$ cat src/rtl/bus_arbiter.sv
// bus_arbiter: round-robin bus owner selection with lock/hold limiting.
// Outputs are fully registered; a request sampled at one edge is granted
// at the next edge. Optional macro BUS_ARB_PRIORITY_EN adds a prio_mask
// input whose requests win over (and preempt) non-priority owners.
// fsm_state exposes the IDLE(0)/OWNED(1) state for observation.
//
// Handshake: req[i] is a level request; source i may drive the bus in any
// cycle where bus_valid=1 and grant[i]=1 (selectSignal==i). lock only has
// effect while the owner keeps its req asserted.
module bus_arbiter #(
    parameter int NUM_SRC  = 24,
    parameter int MAX_HOLD = 8
) (
    input  logic               clock,
    input  logic               clear,
    input  logic [NUM_SRC-1:0] req,
    input  logic               lock,
`ifdef BUS_ARB_PRIORITY_EN
    input  logic [NUM_SRC-1:0] prio_mask,
`endif
    output logic [NUM_SRC-1:0] grant,
    output logic [4:0]         selectSignal,
    output logic               bus_valid,
    output logic [3:0]         hold_cnt,
    output logic               fsm_state
);

    typedef enum logic {IDLE = 1'b0, OWNED = 1'b1} state_t;

    state_t             state, state_nx;
    logic [4:0]         last_owner, last_owner_nx;
    logic [NUM_SRC-1:0] grant_nx;
    logic [4:0]         sel_nx;
    logic               valid_nx;
    logic [3:0]         hold_nx;

    logic               rr_found;
    logic [4:0]         rr_pick;
    logic               prio_found;
    logic [4:0]         prio_pick;
    logic               owner_req;
    logic               others;
    logic               keep;
    logic               preempt;

    assign fsm_state = state;
    assign owner_req = |(req & grant);
    assign others    = |(req & ~grant);

    // Round-robin search starting just after the last owner, wrapping at NUM_SRC.
    // The current owner naturally comes last, so it only wins when alone.
    always_comb begin
        int         idx;
        logic [4:0] idx5;
        rr_found = 1'b0;
        rr_pick  = '0;
        idx      = 0;
        idx5     = '0;
        for (int k = 0; k < NUM_SRC; k++) begin
            idx = int'(last_owner) + 1 + k;
            if (idx >= NUM_SRC) idx = idx - NUM_SRC;
            idx5 = 5'(idx);
            if (!rr_found && req[idx5]) begin
                rr_found = 1'b1;
                rr_pick  = idx5;
            end
        end
    end

    // Lowest-index priority request, and whether it must displace the owner.
    always_comb begin
        prio_found = 1'b0;
        prio_pick  = '0;
        preempt    = 1'b0;
`ifdef BUS_ARB_PRIORITY_EN
        for (int i = NUM_SRC - 1; i >= 0; i--) begin
            if (req[i] && prio_mask[i]) begin
                prio_found = 1'b1;
                prio_pick  = 5'(i);
            end
        end
        // A keeping owner that itself has priority is not displaced.
        preempt = prio_found && !(keep && |(grant & prio_mask));
`endif
    end

    // Next-state and next-output decode; defaults hold current values.
    always_comb begin
        state_nx      = state;
        grant_nx      = grant;
        sel_nx        = selectSignal;
        valid_nx      = bus_valid;
        hold_nx       = hold_cnt;
        last_owner_nx = last_owner;
        keep = (state == OWNED) && lock && owner_req &&
               ((int'(hold_cnt) < MAX_HOLD - 1) || !others);
        if (preempt) begin
            state_nx            = OWNED;
            grant_nx            = '0;
            grant_nx[prio_pick] = 1'b1;
            sel_nx              = prio_pick;
            valid_nx            = 1'b1;
            hold_nx             = '0;
            last_owner_nx       = prio_pick;
        end else if (keep) begin
            hold_nx = (hold_cnt == 4'hF) ? hold_cnt : hold_cnt + 4'd1;
        end else if (rr_found) begin
            state_nx          = OWNED;
            grant_nx          = '0;
            grant_nx[rr_pick] = 1'b1;
            sel_nx            = rr_pick;
            valid_nx          = 1'b1;
            hold_nx           = '0;
            last_owner_nx     = rr_pick;
        end else begin
            state_nx = IDLE;
            grant_nx = '0;
            sel_nx   = '0;
            valid_nx = 1'b0;
            hold_nx  = '0;
        end
    end

    // State and output registers; clear overrides everything.
    always_ff @(posedge clock) begin
        if (clear) begin
            state        <= IDLE;
            grant        <= '0;
            selectSignal <= '0;
            bus_valid    <= 1'b0;
            hold_cnt     <= '0;
            last_owner   <= 5'(NUM_SRC - 1);
        end else begin
            state        <= state_nx;
            grant        <= grant_nx;
            selectSignal <= sel_nx;
            bus_valid    <= valid_nx;
            hold_cnt     <= hold_nx;
            last_owner   <= last_owner_nx;
        end
    end

endmodule

$ cat config.mk
export PLATFORM = sky130hd
export DESIGN_NAME = bus_arbiter
export DESIGN_NICKNAME = d
export VERILOG_FILES = /design/src/rtl/bus_arbiter.sv
export SDC_FILE = /design/constraint.sdc
export NUM_CORES = 1
export LEC_CHECK = 0
export CAP_MARGIN = 20
export CORE_UTILIZATION = 45
export CTS_CLUSTER_SIZE = 12
export DETAILED_ROUTE_END_ITERATION = 8
export PLACE_DENSITY_LB_ADDON = 0.1
export REMOVE_ABC_BUFFERS = 1
export SLEW_MARGIN = 10
export SYNTH_ARGS = -nofsm -noshare
export SYNTH_HDL_FRONTEND = slang
export SYNTH_SLANG_ARGS = --single-unit
$ cat constraint.sdc
create_clock -name clock -period 9.44 [get_ports clock]
set_input_delay 1.416 -clock clock [delete_from_list [all_inputs] [get_ports clock]]
set_output_delay 1.416 -clock clock [all_outputs]
set_load 0.01 [all_outputs]
==> impl_metrics.py <==
metrics = {
    "run_status": {
        "status": "complete, no violations",
    },
    "min_path": {
        "hp-class": "reg -> reg",
    },
    "logic_synthesis": {
        "avgSynthCellArea_um2": 7.85,
        "yosysMostFrequentCell": "nor2_1",
        "synth-edff-count": 0,
        "synth.distinct_cells": 118,
        "synth.area.top_cells": "dfxtp_1 8.7%, mux4_2 6.0%, ha_1 5.7%",
        "synthArstFlopShare": 0,
        "syn_inst": 1141,
        "synth_area_leader_cell": "dfxtp_1",
        "yosys-top-cells-count": "90 x nor2_1, 85 x nand2_1, 57 x inv_1, 55 x a21oi_1, 47 x mux2i_1",
        "synth-seq-area-share": 0.0872,
        "synth_top_flop_cell": "dfxtp_1",
        "synth_top_area_share": 0.0872,
        "synth-seq-cells": 39,
        "yosys_warnings": 0,
        "netlist_area_um2": 8950,
    },
    "global_routing": {
        "grt_max_degree": 53,
        "gr-total-overflow": 0,
        "grt_util_all_layers": 0.369,
        "grt_pass1_vias": 9223,
        "antenna_found_initial": 0,
        "busiest_layer": "met2",
        "grt_use_met2": 0.596,
        "grt_use_met3": 0.0443,
        "grt_pass1_wl_um": 57300,
        "grt_util_met1": 0.486,
    },
    "timing": {
        "min_period_over_period": 0.884,
        "setup_tns_ns": 0,
        "min_period_ns": 8.34,
        "finalClockSkew_ns": 0.00360,
        "rsz0062_at_grt": "no",
        "hold_viol": 0,
        "slew_headroom": 0.306,
        "worst-slew-pin-transition_ns": 1.03,
        "drv_slew": 0,
        "max_clock_freq_ghz": 0.120,
        "worst_slack_ns": 1.10,
        "setup_viol": 0,
    },
    "layout": {
        "area_delta_synth_final_pct": 10.3,
        "layout.nets": 1239,
        "fill_cells": 1949,
        "drive_above_1_share": 0.148,
        "stdcell_area_um2": 9870,
        "diodes": 0,
        "multi_input_area_um2": 7550,
        "seq_area_um2": 782,
    },
    "routing": {
        "vias": 9968,
        "drt_iter0_drc": 1027,
        "vias_per_cell": 6.94,
        "first_pass_iters": 6,
        "wirelength_um": 37300,
        "drc": 0,
        "ant_nets": 0,
        "wl_per_cell_um": 25.9,
    },
    "clocking": {
        "cts_setup_buffers": 0,
        "cts_tree": "yes",
        "cts-root-buf": "clkbuf_16",
        "insertion_delay_ns": 0.28,
        "cts_inserted_buffers": 5,
        "cts_buffer_depth": 2,
        "h-tree-depth": 2,
        "cts_sinks": 39,
        "ctsResizeCount": 0,
        "clk_pin_slew_ns": 0.06,
        "cts_hold_buf": 0,
    },
    "critical_path": {
        "worstPathArrival_ns": 8.57,
        "path_class": "reg -> reg",
        "worstPathMaxFanout": 52,
        "endpoint_kind": "flop",
        "start_kind": "flop",
        "crit_required_ns": 9.67,
    },
    "placement": {
        "pre_cts_slack_ns": 1.25,
        "post-dp-hpwl_um": 29400,
        "port_buffers": 61,
        "gp_congestion": 1.01,
        "place_area_um2": 9700,
    },
    "die": {
        "fp-row-count": 51,
        "core-area_um2": 19500,
        "die_h_um": 143,
        "ios": 62,
        "dieArea_um2": 20500,
        "die-width_um": 143,
        "initial_utilization": 0.460,
    },
    "flow_run": {
        "drv_cap": 0,
    },
}
## kinds of logic (layout without fill, tap and decap cells)
group | after synthesis | after routing | synth area share
buf+inv | 130 | 161 | 0.0697
mux | 107 | 107 | 0.158
xor+xnor | 38 | 38 | 0.0500
simple gates | 392 | 392 | 0.243
flops | 39 | 39 | 0.0872
fa+ha+maj | 41 | 41 | 0.0573
compound gates | 394 | 394 | 0.335
## cells in the final DEF (no fill, tap or decap), types with 12 or more instances in the layout
cell type and count:
mux2i_1 47, a221oi_1 12, nor3_1 24, a21o_1 13
dfxtp_1 38, nand4_1 16, xnor2_1 25, nand2_1 85
buf_4 21, mux4_2 24, and2_1 14, o21ai_0 45
nand2b_1 15, o22ai_1 18, inv_1 57, ha_1 40
a22o_1 20, nor2b_1 14, o211ai_1 16, nor2_1 90
a31oi_1 24, a21oi_1 55, a211oi_1 20, clkdlybuf4s50_1 61
nand3_1 36, mux2_2 34
## worst max-delay path, cell delays in order (launching register included)
cell,delay [ns]
dfxtp_2,0.69
inv_2,0.38
ha_2,0.45
buf_4,0.57
ha_1,0.43
xnor3_1,0.50
inv_1,0.20
ha_1,0.25
nand3b_1,0.16
a2111oi_1,0.62
or2_0,0.37
a31oi_1,0.16
o211ai_2,0.40
nand4b_4,0.17
nor4_4,0.51
and4_1,0.72
nand3_1,0.37
a2bb2oi_1,0.24
or3b_2,0.19
o21ai_1,0.05
buf_4,0.19
nor3_1,0.41
a22o_1,0.19
## sequential cells by signal (all words and copies together), names as in the netlist
register	flops
fsm_state	1
grant	24
hold_cnt	4
last_owner	5
selectSignal	5
## metrics by stage
step	std cells	utilization	hold WS (ns)
after floorplan	1082	-	0.470
after global placement	1429	0.498	0.445
after detailed placement	1429	0.498	0.455
after CTS	1437	0.507	0.463
after global routing	1437	0.507	0.489
final	1437	0.507	0.460
## layer usage
metal | part of all wire | wire [um]
met1 | 0.41 | 15300
met2 | 0.45 | 16900
met3 | 0.084 | 3120
met4 | 0.051 | 1910
met5 | 0 | 0
## cell type report
cell class,instances,area share
Timing Repair Buffer,82,0.0778
Clock inverter,2,0.00355
Inverter,71,0.0270
Clock buffer,6,0.0141
Sequential cell,39,0.0792
Multi-Input combinational cell,972,0.765
Tap cell,265,0.0336
## final timing paths
path	from	end	slack (ns)	cells after the start
worst max register to register	last_owner[0]	grant[15]	1.10	22
worst min register to register	selectSignal[4]	selectSignal[4]	0.46	2
worst min-delay path	selectSignal[4]	selectSignal[4]	0.46	2
worst max-delay path	last_owner[0]	grant[15]	1.10	22
Power is left out: the tool's default activity adds up to more than one toggle a clock period on the data nets, which glitch-free logic cannot reach.
